`src/rtl/ti_share_pipe_reg_pkg.sv`:
```
`default_nettype none
// ============================================================================
// Module   : ti_pkg
// Purpose  : Shared constants, types and the share-refresh function used by
//            the threshold-implemented (TI) S-box pipeline.
// Ports    : none (package)
// Revision : 1.0 - initial release
// ============================================================================
package ti_pkg;

    localparam int NSHARE = 3;                  // Boolean shares
    localparam int WIDTH  = 4;                  // bits per share
    localparam int SHW    = NSHARE * WIDTH;     // full shared word
    localparam int RNDW   = (NSHARE - 1) * WIDTH; // fresh mask bits per word

    typedef logic [SHW-1:0]  share_word_t;
    typedef logic [RNDW-1:0] rnd_word_t;

    // Remask a shared word: share i (i < NSHARE-1) takes mask r_i, the last
    // share takes the XOR of all masks, so the XOR of all shares is preserved.
    // Only masks are ever accumulated, never the shares themselves.
    function automatic share_word_t share_refresh(input share_word_t w,
                                                  input rnd_word_t   r);
        share_word_t      res;
        logic [WIDTH-1:0] acc;
        res = w;
        acc = '0;
        for (int i = 0; i < NSHARE - 1; i++) begin
            res[WIDTH*i +: WIDTH] = w[WIDTH*i +: WIDTH] ^ r[WIDTH*i +: WIDTH];
            acc                   = acc ^ r[WIDTH*i +: WIDTH];
        end
        res[WIDTH*(NSHARE-1) +: WIDTH] = w[WIDTH*(NSHARE-1) +: WIDTH] ^ acc;
        return res;
    endfunction

endpackage
`default_nettype wire

```
`src/rtl/ti_share_pipe_reg_if.sv`:
```
`default_nettype none
// ============================================================================
// Module   : ti_share_pipe_reg_if
// Purpose  : Handshake bundle of the TI share pipeline register.
//            master = surrounding logic (stage-1, RNG, stage-2 side)
//            slave  = the pipeline register itself
// Signals  : in_valid/in_ready/in_shares  - stage-1 word handshake
//            rnd/rnd_valid/rnd_ready      - fresh randomness handshake
//            out_valid/out_ready/out_shares - stage-2 word handshake
//            xfer_cnt                     - accepted word counter
// Revision : 1.0 - initial release
// ============================================================================
interface ti_share_pipe_reg_if;
    import ti_pkg::*;

    logic        in_valid;
    logic        in_ready;
    share_word_t in_shares;
    rnd_word_t   rnd;
    logic        rnd_valid;
    logic        rnd_ready;
    logic        out_valid;
    logic        out_ready;
    share_word_t out_shares;
    logic [15:0] xfer_cnt;

    modport master (
        output in_valid, in_shares, rnd, rnd_valid, out_ready,
        input  in_ready, rnd_ready, out_valid, out_shares, xfer_cnt
    );

    modport slave (
        input  in_valid, in_shares, rnd, rnd_valid, out_ready,
        output in_ready, rnd_ready, out_valid, out_shares, xfer_cnt
    );

endinterface
`default_nettype wire

```
`src/rtl/ti_share_pipe_reg_fifo.sv`:
```
`default_nettype none
// ============================================================================
// Module   : ti_share_fifo
// Purpose  : DEPTH-entry shift FIFO of shared words. Entry 0 is the head and
//            drives the output register directly. Vacated entries are
//            zeroised on the popping edge, so an empty FIFO presents zero.
// Ports    : clk, rst            - clock, synchronous active-high reset
//            wr_en_i, wr_data_i  - write strobe / word (ignored when full)
//            full_o              - no free entry
//            rd_ready_i          - consumer takes head this cycle
//            rd_valid_o, rd_data_o - head valid / head word (registered)
// Revision : 1.0 - initial release
// ============================================================================
module ti_share_fifo
    import ti_pkg::*;
#(
    parameter int DEPTH = 2
) (
    input  logic        clk,
    input  logic        rst,
    input  logic        wr_en_i,
    input  share_word_t wr_data_i,
    output logic        full_o,
    input  logic        rd_ready_i,
    output logic        rd_valid_o,
    output share_word_t rd_data_o
);

    localparam int CW = $clog2(DEPTH + 1);

    share_word_t   mem_q [DEPTH];
    share_word_t   mem_d [DEPTH];
    logic [CW-1:0] count_q;
    logic [CW-1:0] count_d;
    logic [CW-1:0] w_wr_idx;
    logic          w_pop;
    logic          w_push;

    assign rd_valid_o = (count_q != '0);
    assign rd_data_o  = mem_q[0];
    assign full_o     = (count_q == CW'(DEPTH));
    assign w_pop      = rd_valid_o & rd_ready_i;
    assign w_push     = wr_en_i & ~full_o;

    always_comb begin
        mem_d    = mem_q;
        count_d  = count_q;
        w_wr_idx = count_q;
        if (w_pop) begin
            // Whole queue moves one slot toward the head; the tail slot it
            // leaves behind is cleared so no stale share survives.
            for (int i = 0; i < DEPTH - 1; i++) begin
                mem_d[i] = mem_q[i+1];
            end
            mem_d[DEPTH-1] = '0;
            w_wr_idx       = count_q - CW'(1);
        end
        if (w_push) begin
            for (int i = 0; i < DEPTH; i++) begin
                if (CW'(i) == w_wr_idx) begin
                    mem_d[i] = wr_data_i;
                end
            end
        end
        count_d = count_q + CW'(w_push) - CW'(w_pop);
    end

    always_ff @(posedge clk) begin
        if (rst) begin
            count_q <= '0;
            mem_q   <= '{default: '0};
        end else begin
            count_q <= count_d;
            mem_q   <= mem_d;
        end
    end

endmodule
`default_nettype wire

```
`src/rtl/ti_share_pipe_reg.sv`:
```
`default_nettype none
// ============================================================================
// Module   : ti_share_pipe_reg
// Purpose  : Registered glitch barrier between the two TI S-box stages.
//            Accepts 3-share words from stage 1, optionally remasks them with
//            fresh randomness, buffers up to DEPTH words and hands them to
//            stage 2 over valid/ready.
// Ports    : clk  - clock, rising edge
//            rst  - synchronous reset, active-high
//            bus  - ti_share_pipe_reg_if.slave (in/rnd/out handshakes,
//                   xfer_cnt accepted-word counter)
// Params   : DEPTH   - buffered words (1 or 2)
//            REFRESH - 1: remask each accepted word with rnd, 0: pass-through
// Revision : 1.0 - initial release
// ============================================================================
module ti_share_pipe_reg
    import ti_pkg::*;
#(
    parameter int DEPTH   = 2,
    parameter int REFRESH = 1
) (
    input  logic                clk,
    input  logic                rst,
    ti_share_pipe_reg_if.slave  bus
);

    logic        w_full;
    logic        w_rnd_ok;
    logic        w_push;
    share_word_t w_wr_word;
    logic [15:0] xfer_cnt_q;
    logic [15:0] xfer_cnt_d;

    // Acceptance depends only on registered occupancy and rnd_valid; the
    // downstream ready is deliberately kept out of this path.
    assign w_rnd_ok      = (REFRESH == 0) ? 1'b1 : bus.rnd_valid;
    assign bus.in_ready  = ~rst & ~w_full & w_rnd_ok;
    assign w_push        = bus.in_valid & bus.in_ready;
    assign bus.rnd_ready = (REFRESH != 0) ? w_push : 1'b0;

    generate
        if (REFRESH != 0) begin : g_refresh
            assign w_wr_word = share_refresh(bus.in_shares, bus.rnd);
        end else begin : g_pass
            assign w_wr_word = bus.in_shares;
        end
    endgenerate

    ti_share_fifo #(
        .DEPTH (DEPTH)
    ) u_fifo (
        .clk        (clk),
        .rst        (rst),
        .wr_en_i    (w_push),
        .wr_data_i  (w_wr_word),
        .full_o     (w_full),
        .rd_ready_i (bus.out_ready),
        .rd_valid_o (bus.out_valid),
        .rd_data_o  (bus.out_shares)
    );

    assign xfer_cnt_d   = w_push ? xfer_cnt_q + 16'd1 : xfer_cnt_q;
    assign bus.xfer_cnt = xfer_cnt_q;

    always_ff @(posedge clk) begin
        if (rst) begin
            xfer_cnt_q <= '0;
        end else begin
            xfer_cnt_q <= xfer_cnt_d;
        end
    end

endmodule
`default_nettype wire

```
`src/flat_wrapper.sv`:
```
// flat-port wrapper written by rule: the top's interface ports become plain ports
module ti_share_pipe_reg_flat import ti_pkg::*;
#(
    parameter int DEPTH   = 2,
    parameter int REFRESH = 1
)
  (clk, rst, bus_in_valid, bus_in_shares, bus_rnd, bus_rnd_valid, bus_out_ready, bus_in_ready, bus_rnd_ready, bus_out_valid, bus_out_shares, bus_xfer_cnt);
  ti_share_pipe_reg_if bus_i ();
  input  logic clk;
  input  logic rst;
  input wire logic [$bits(bus_i.in_valid)-1:0] bus_in_valid;
  input wire logic [$bits(bus_i.in_shares)-1:0] bus_in_shares;
  input wire logic [$bits(bus_i.rnd)-1:0] bus_rnd;
  input wire logic [$bits(bus_i.rnd_valid)-1:0] bus_rnd_valid;
  input wire logic [$bits(bus_i.out_ready)-1:0] bus_out_ready;
  output wire logic [$bits(bus_i.in_ready)-1:0] bus_in_ready;
  output wire logic [$bits(bus_i.rnd_ready)-1:0] bus_rnd_ready;
  output wire logic [$bits(bus_i.out_valid)-1:0] bus_out_valid;
  output wire logic [$bits(bus_i.out_shares)-1:0] bus_out_shares;
  output wire logic [$bits(bus_i.xfer_cnt)-1:0] bus_xfer_cnt;
  assign bus_i.in_valid = bus_in_valid;
  assign bus_i.in_shares = bus_in_shares;
  assign bus_i.rnd = bus_rnd;
  assign bus_i.rnd_valid = bus_rnd_valid;
  assign bus_i.out_ready = bus_out_ready;
  assign bus_in_ready = bus_i.in_ready;
  assign bus_rnd_ready = bus_i.rnd_ready;
  assign bus_out_valid = bus_i.out_valid;
  assign bus_out_shares = bus_i.out_shares;
  assign bus_xfer_cnt = bus_i.xfer_cnt;
  ti_share_pipe_reg #(.DEPTH(DEPTH), .REFRESH(REFRESH)) u_core (.clk(clk), .rst(rst), .bus(bus_i));
endmodule
```
`config.mk`:
```
export PLATFORM = sky130hd
export DESIGN_NAME = ti_share_pipe_reg_flat
export DESIGN_NICKNAME = d
export VERILOG_FILES = /design/src/rtl/ti_share_pipe_reg_pkg.sv /design/src/rtl/ti_share_pipe_reg_if.sv /design/src/rtl/ti_share_pipe_reg_fifo.sv /design/src/rtl/ti_share_pipe_reg.sv /design/src/flat_wrapper.sv
export SDC_FILE = /design/constraint.sdc
export NUM_CORES = 1
export LEC_CHECK = 0
export CAP_MARGIN = 20
export CORE_UTILIZATION = 44
export DETAILED_ROUTE_END_ITERATION = 12
export PLACE_DENSITY = 0.72
export SLEW_MARGIN = 20
export SYNTH_ARGS = -nofsm -noshare
export SYNTH_HDL_FRONTEND = slang
export SYNTH_SLANG_ARGS = --single-unit
```
`constraint.sdc`:
```
create_clock -name clk -period 2.2 [get_ports clk]
set_clock_uncertainty 0.1 [all_clocks]
set_input_delay 0.44 -clock clk [delete_from_list [all_inputs] [get_ports clk]]
set_output_delay 0.44 -clock clk [all_outputs]
set_load 0.02 [all_outputs]
```
* Word level (Yosys, flattened, before mapping)
Cells that the tools add are included.
** Operators by class
- Add/sub/neg operators :: 4
- Eq/ne operators :: 2
- Muxes and demuxes :: 5
- Bitwise operators :: 11
- Reduce and logical (&&, ||, !) cells :: 2
** Operators by type and width (count)
- $mux W24 :: 2
- $mux W12 :: 2
- $add A16 B1 Y16 const B :: 1
- $xor A4 B4 Y4 :: 4
- $and A1 B1 Y1 :: 5
- $add A2 B1 Y2 :: 1
- $eq A1 B2 Y1 const A :: 1
- $eq A2 B2 Y1 const B :: 1
- $logic_not A2 Y1 :: 1
- $mux W2 :: 1
- $not A1 Y1 :: 2
- $reduce_bool A2 Y1 :: 1
- $sub A2 B1 Y2 :: 1
- $sub A2 B1 Y2 const B :: 1
** Storage, ports and cells
- Flip-flop bits (word level) :: 42
- Input port bits :: 25
- Output and inout port bits :: 31
- Word-level logic and storage cells :: 28

* Longest topological paths before layout
Gate-level depths: netlist (run 1).
- Word-level depth :: 8
- Mapped depth :: 10
- Depth with buffers taken out :: 8

* Cells and area by module
From an unflattened synthesis (run 1), not the netlist that was laid out.
** Unflattened totals
- Cells, all modules :: 229
- Area, all modules :: 2239.6 sq um
** Modules (own cells, without submodules)
- ti_share_fifo :: instances 1, cells each 130, area each 1351.3 sq um, sequential area each 520.5 sq um
- ti_share_pipe_reg :: instances 1, cells each 99, area each 888.4 sq um, sequential area each 320.3 sq um

* Worst setup path before layout (run 1)
No wires, ideal clock.
- Path kind :: flip-flop to flip-flop
- From :: register u_core.u_fifo.count_q[0]
- To :: register u_core.u_fifo.count_q[0]
- Library setup time :: 0.114 ns
- Data arrival time :: 1.973 ns
- Data required time :: 1.986 ns
- Slack :: 0.013 ns
- Cell stages (with the launch flop) :: 10
- Buffers on the path :: 2
- Clock period less this slack :: 2.187 ns
- Path through :: dfxtp_1 inv_1 ha_1 nor2b_1 clkbuf_1 buf_2 ha_1 inv_1 ha_1 nor2b_1
** Between the ends
- Cells in the longest elaborated chain, start to end :: 8
- Elaborated cells between the ends (all ways) :: 10
- Those cells by class :: 2 x add/sub; 1 x eq/ne; 6 x bitwise; 1 x reduce/logical
** RTL lines
- start, declared :: RTL line ti_share_pipe_reg_fifo.sv:33 : logic [CW-1:0] count_q;
- start signal, assigned :: RTL line ti_share_pipe_reg_fifo.sv:73 : count_q <= count_d;
- $eq A2 B2 Y1 :: RTL line ti_share_pipe_reg_fifo.sv:41 : assign full_o = (count_q == CW'(DEPTH));
- $not A1 Y1 :: RTL line ti_share_pipe_reg_fifo.sv:43, ti_share_pipe_reg.sv:37
- $and A1 B1 Y1 (2 in series) :: RTL line ti_share_pipe_reg.sv:37 : assign bus.in_ready = ~rst & ~w_full & w_rnd_ok;
- $and A1 B1 Y1 :: RTL line ti_share_pipe_reg.sv:38 : assign w_push = bus.in_valid & bus.in_ready;
- $and A1 B1 Y1 :: RTL line ti_share_pipe_reg_fifo.sv:43 : assign w_push = wr_en_i & ~full_o;
- $add A2 B1 Y2 :: RTL line ti_share_pipe_reg_fifo.sv:65 : count_d = count_q + CW'(w_push) - CW'(w_pop);
- $sub A2 B1 Y2 * :: RTL line ti_share_pipe_reg_fifo.sv:65
- net u_core.u_fifo.count_d[0] :: RTL line ti_share_pipe_reg_fifo.sv:34 : logic [CW-1:0] count_d;
Mark *: on every way through the listed nets, which the timed path passes. The rest lies on a longest branch.
A chain may end at the register's enable or synchronous reset.

* Worst setup path in the final report (run 1)
- From :: input port rst
- To :: output port bus_rnd_ready
** Between the ends
- Cells in the longest elaborated chain, start to end :: 4
** RTL lines
- start, declared :: RTL line flat_wrapper.sv:10 : input logic rst;
- $not A1 Y1 :: RTL line ti_share_pipe_reg.sv:37
- $and A1 B1 Y1 (2 in series) :: RTL line ti_share_pipe_reg.sv:37
- $and A1 B1 Y1 :: RTL line ti_share_pipe_reg.sv:38
- end, declared :: RTL line flat_wrapper.sv:17 : output wire logic [$bits(bus_i.rnd_ready)-1:0] bus_rnd_ready;
Every way passes these cells.

==> results of run 1 <==
==> cell families after synthesis <==
logic type | after synthesis | share of synthesized area (%)
DFF | 42 | 39.3
adders and majority gates | 5 | 2.93
AOI/OAI and AO/OA | 49 | 16.7
xor gates and xnor gates | 28 | 11.5
buffers and inverters | 36 | 8.95
and+or+nand+nor | 63 | 15.0
muxes | 12 | 5.62
==> cells in the mapped netlist (all sizes together) <==
cell,count,area (um2)
nor2,23,86.3
and2,1,6.26
buf,17,120
nor4,2,12.5
nor2b,2,12.5
clkbuf,13,48.8
o31ai,2,15.0
nand4bb,2,22.5
nor3,5,25.0
xnor2,15,131
nand4,3,18.8
or2,1,6.26
or3,4,25.0
ha,5,62.6
nand4b,1,8.76
a21oi,6,30.0
dfxtp,42,841
inv,6,22.5
xor2,13,114
nand3,6,30.0
o21a,1,7.51
o31a,1,8.76
nand2,9,33.8
o311a,11,110
and4,2,17.5
mux2i,12,120
a32oi,12,105
o21ai,15,75.1
nor3b,1,7.51
a31oi,1,6.26
or4,1,7.51
==> state kept, by name (all words and copies together) (netlist names) <==
name / flops
u_core.u_fifo.rd_data_o: 12
u_core.bus.xfer_cnt: 16
u_core.u_fifo.mem_q: 12
u_core.u_fifo.count_q: 2
==> per-layer routing <==
metal	up-vias	global-route usage, %	share of wire, %
met2	49	32.0	46
met1	848	24.9	48
met3	7	3.66	4.9
met4	0	7.84	1.9
met5	-	0	0
li1	923	-	-
==> where the power goes <==
| group | internal (W) | switching (W) | total (W) |
|---|---|---|---|
| Sequential | 0.000809 | 0.0000267 | 0.000836 |
| Clock | 0.000252 | 0.000269 | 0.000522 |
| Combinational | 0.000336 | 0.000376 | 0.000712 |
==> worst max-delay path: stages <==
cell             delay, ns
clkdlybuf4s50_1       0.45
nand4bb_4             0.24
inv_1                 0.10
clkdlybuf4s15_1       0.31
==> final timing paths <==
check,from,endpoint
worst max-delay path,rst,bus_rnd_ready
worst min-delay path,u_core.u_fifo.mem_q[0]$_SDFF_PP0_,u_core.u_fifo.mem_q[0]$_SDFF_PP0_
worst max register to register,u_core.u_fifo.count_q[0]$_SDFF_PP0_,u_core.bus.xfer_cnt[15]$_SDFFE_PP0P_
worst min register to register,u_core.u_fifo.mem_q[0]$_SDFF_PP0_,u_core.u_fifo.mem_q[0]$_SDFF_PP0_
==> cell type report <==
| class | count | area (um2) | area share (%) |
|---|---|---|---|
| clock buffers | 6 | 82.6 | 2.93 |
| clock inverters | 2 | 12.5 | 0.445 |
| inverters | 6 | 22.5 | 0.800 |
| multi-input cells | 157 | 1120 | 40.0 |
| flip-flops and latches | 42 | 841 | 29.9 |
| well taps | 52 | 65.1 | 2.31 |
| repair buffers | 69 | 666 | 23.7 |
==> what timing repair did <==
action	in CTS	in global routing
setup endpoints to repair	3	3
pin swaps	0	0
hold buffers	0	0
endpoints found under the hold margin	0	0
resized for setup	3	3
==> through the flow <==
stage | TNS (ns) | util [%]
after floorplan | 0 | -
after global placement | -1.66 | 60.0
after detailed placement | -2.46 | 60.0
after CTS | 0 | 62.0
after global routing | 0 | 62.5
final | 0 | 62.5
==> metrics, run 1 <==
CTS tree yes; Max VDD drop 478 uV; clk root buf clkbuf_8; Routed WL 4670 um; Syn Area/Cell 9.10 um2; Final Setup Violations 0; Die Y 71.7 um; Final Max Slew Viols 0; power per standard cell area 736 nW/um2; gr ovfl total 0; Worst-Margin Slew 0.377 ns; Iteration-0 DRC Markers 95; largest net degree at the start of global routing 25; clk sinks 42; final-layout fill cell count 388; commonest non-fill, non-tap cells in the layout clkdlybuf4s50_1, dfxtp_1, nor2_1; Port-buffer cells 55; Tot Pwr 0.00207 W; Avg Vias per Cell 5.47; initial core utilization 47.5%; FMAX 0.479 GHz; Ant. Diodes 0; RSZ-0062 raised after global routing false; Setup WS pre-CTS -0.236 ns; Min-Delay Path Class flip-flop to flip-flop; Hold Fails Final Rpt 0; nets@finish 311; Total GRT Usage 19.3%; Finished Layout Cells 334; DR WL/cell 14.0 um; Bufs on Longest Clock Path 2; R2R setup slack 0.15 ns; clk_lat worst skew 0.30 ns; run status finished clean; Arr. time, crit path 1.55 ns; Worst Setup Start Kind input port; First-pass DRT Iterations 4; clk slew on worst S/H paths 0.07 ns; number of global-route vias before repair 1793; number of antenna violations at the first check in global routing 0; share of post-route cells with drive strength above 1 8.51%; DR DRC count 0; synth warn 0; Data required, critical path 1.66 ns; CTS buffer count 5; R2R cell count 7; syn_nets 265; Post-Layout Inst Area 2810 um2; I/O pin count 56; total setup buffers inserted after CTS 0; Placed Cells 326; CP max FO 4; area post-placement 2700 um2; Hold Slack 0.393 ns; Max Cap Violations 0; ANT nets after route 0; Cell variety after synth 34; mapped cell area 2140 um2; DIE AREA 5140 um2; Max H-tree Level 2; Final min period 2.09 ns; Core Region 4500 um2; critical path type input port to output port; register area share after synthesis 39.3%; Crit. End Element output port; setup ws final 0.114 ns; via count 1827; Die W 71.7 um; #FFs+latches synth 42; P_leak 0.997 nW; hold path cells 2; routability cong. 0.818; HPWL after DPL 3350 um; Post-Synthesis Cells 235; first-pass GRT wire length 7910 um; synthesis-to-finish area growth 31.6%; commonest non-fill, non-tap cell in the layout clkdlybuf4s50_1; Worst slew margin 74.8%; row count 24; Final period util 94.8%
(Power assumes the default switching activity.)
==> run 2: changes to the inputs <==
CORE_UTILIZATION = 45   (was 44)
PLACE_DENSITY = 0.71   (was 0.72)
clock period = 2.15 ns   (was 2.2 ns; I/O delays follow)
==> metrics, run 2 (synthesis results as in run 1) <==
run status finished clean; P_leak 1.01 nW (+1.0%); gr ovfl total 0 (unchanged); Iteration-0 DRC Markers 89 (-6.3%); clk root buf clkbuf_8; Final min period 2.04 ns; clk sinks 42 (unchanged); GR Util met2 32.4% (+0.40 points); HPWL after DPL 3370 um (+0.44%); Port-buffer cells 55 (unchanged); ANT nets after route 0 (unchanged); CTS buffer count 5 (unchanged); via count 1834 (+0.38%); Final Setup Violations 0 (unchanged); gr busiest metal met2; commonest non-fill, non-tap cells in the layout clkdlybuf4s50_1, dfxtp_1, nor2_1; Avg Vias per Cell 5.47 (about the same); Min-Delay Path Class flip-flop to flip-flop; hold buffers post-CTS 0 (unchanged); First-pass DRT Iterations 8 (+4); Routed WL 4720 um (+1.2%); commonest non-fill, non-tap cell in the layout clkdlybuf4s50_1; DR WL/cell 14.1 um (+0.92%); Hold Slack 0.395 ns (+0.00176 ns); synthesis-to-finish area growth 31.2%; max reg flops 16 (unchanged); routability cong. 0.784 (-4.2%); Data required, critical path 1.62 ns (-0.04 ns); total setup buffers inserted after CTS 0 (unchanged); initial core utilization 47.8% (+0.32 points); nets@finish 312 (+0.32%); Crit. End Element output port; Arr. time, crit path 1.51 ns (-0.04 ns); largest net degree at the start of global routing 25 (unchanged); global routing usage on met1 24.9% (about the same); DR DRC count 0 (unchanged); row count 24 (unchanged); RSZ-0062 raised after global routing false; Die W 70.9 um (-1.1%); Bufs on Longest Clock Path 2 (unchanged); Worst-Margin Slew 0.380 ns (+0.00318 ns); Max VDD drop 475 uV (-0.66%); Max H-tree Level 2 (unchanged); first-pass GRT wire length 7790 um (-1.5%); Final Max Slew Viols 0 (unchanged); Hold Fails Final Rpt 0 (unchanged); clk_lat worst skew 0.30 ns (about the same); setup TNS 0 ns (unchanged); final-layout fill cell count 399 (+2.8%); power per standard cell area 753 nW/um2 (+2.3%); Post-Layout Inst Area 2810 um2 (-0.27%); Core Region 4470 um2 (-0.67%); CTS tree yes; share of post-route cells with drive strength above 1 8.48% (-0.030 points); Max Cap Violations 0 (unchanged); clk slew on worst S/H paths 0.08 ns (about the same); Final period util 94.9%; Ant. Diodes 0 (unchanged); Worst Setup Start Kind flip-flop; met3 usage 3.42% (-0.24 points); CP max FO 3 (-1); area post-placement 2710 um2 (+0.28%); FMAX 0.490 GHz; number of antenna violations at the first check in global routing 0 (unchanged); I/O pin count 56 (unchanged); DIE AREA 5030 um2 (-2.1%); Die Y 70.9 um (-1.1%); critical path type flip-flop to output port; Worst slew margin 74.6% (-0.19 points); number of global-route vias before repair 1726 (-3.7%); Total GRT Usage 19.6% (+0.25 points)
[run 2: through the flow]
stage / setup slack, ns / utilization (%) / instances / total power [W]
after floorplan: 0.00548 / - / 235 / 0.00134
after global placement: -0.214 / 60.6 / 327 / 0.00159
after detailed placement: -0.231 / 60.6 / 327 / 0.00160
after CTS: 0.0427 / 62.6 / 335 / 0.00213
after global routing: 0.0110 / 62.7 / 335 / 0.00221
final: 0.109 / 62.7 / 335 / 0.00211
[run 2: worst max-delay path, stage by stage (launching register included)]
cell             delay [ns]
dfxtp_2                0.33
inv_1                  0.06
ha_1                   0.21
nand4bb_1              0.21
inv_1                  0.11
clkdlybuf4s15_1        0.30
[run 2: final timing paths]
check,cells past startpoint,start,endpoint,slack [ns]
worst max-delay path,5,u_core.u_fifo.count_q[0]$_SDFF_PP0_,bus_rnd_ready,0.11
worst min-delay path,2,u_core.bus.xfer_cnt[15]$_SDFFE_PP0P_,u_core.bus.xfer_cnt[15]$_SDFFE_PP0P_,0.39
worst min register to register,2,u_core.bus.xfer_cnt[15]$_SDFFE_PP0P_,u_core.bus.xfer_cnt[15]$_SDFFE_PP0P_,0.39
worst max register to register,7,u_core.u_fifo.count_q[0]$_SDFF_PP0_,u_core.bus.xfer_cnt[15]$_SDFFE_PP0P_,0.11
[run 2: timing repair]
action | CTS | global route
hold endpoints to repair | 0 | 0
setup endpoints to repair | 3 | 2
resized for setup | 3 | 3
[run 2: area by class of cell]
type | instances | area [um2] | share of cell area, %
Clock inverter | 2 | 12.5 | 0.446
Multi-Input combinational cell | 157 | 1110 | 39.4
Clock buffer | 6 | 82.6 | 2.94
Sequential cell | 42 | 842 | 30.0
Inverter | 6 | 22.5 | 0.802
Tap cell | 52 | 65.1 | 2.32
Timing Repair Buffer | 70 | 676 | 24.1
[run 2: where the power goes]
part / leakage [nW] / internal (W) / switching, W / total [W]
Combinational: 0.620 / 0.000339 / 0.000384 / 0.000722
Clock: 0.0472 / 0.000258 / 0.000276 / 0.000534
Sequential: 0.340 / 0.000829 / 0.0000272 / 0.000856
[run 2: layer usage]
layer | share of wire, % | wire, um
met2 | 46 | 2180
met1 | 48 | 2250
met5 | 0 | 0
met4 | 1.4 | 67
met3 | 4.7 | 223
==> run 3: changes to the inputs <==
CAP_MARGIN = not set   (was 20)
==> results of run 3 <==
Same layout as run 2: the final DEF is identical, and so are final timing and power.
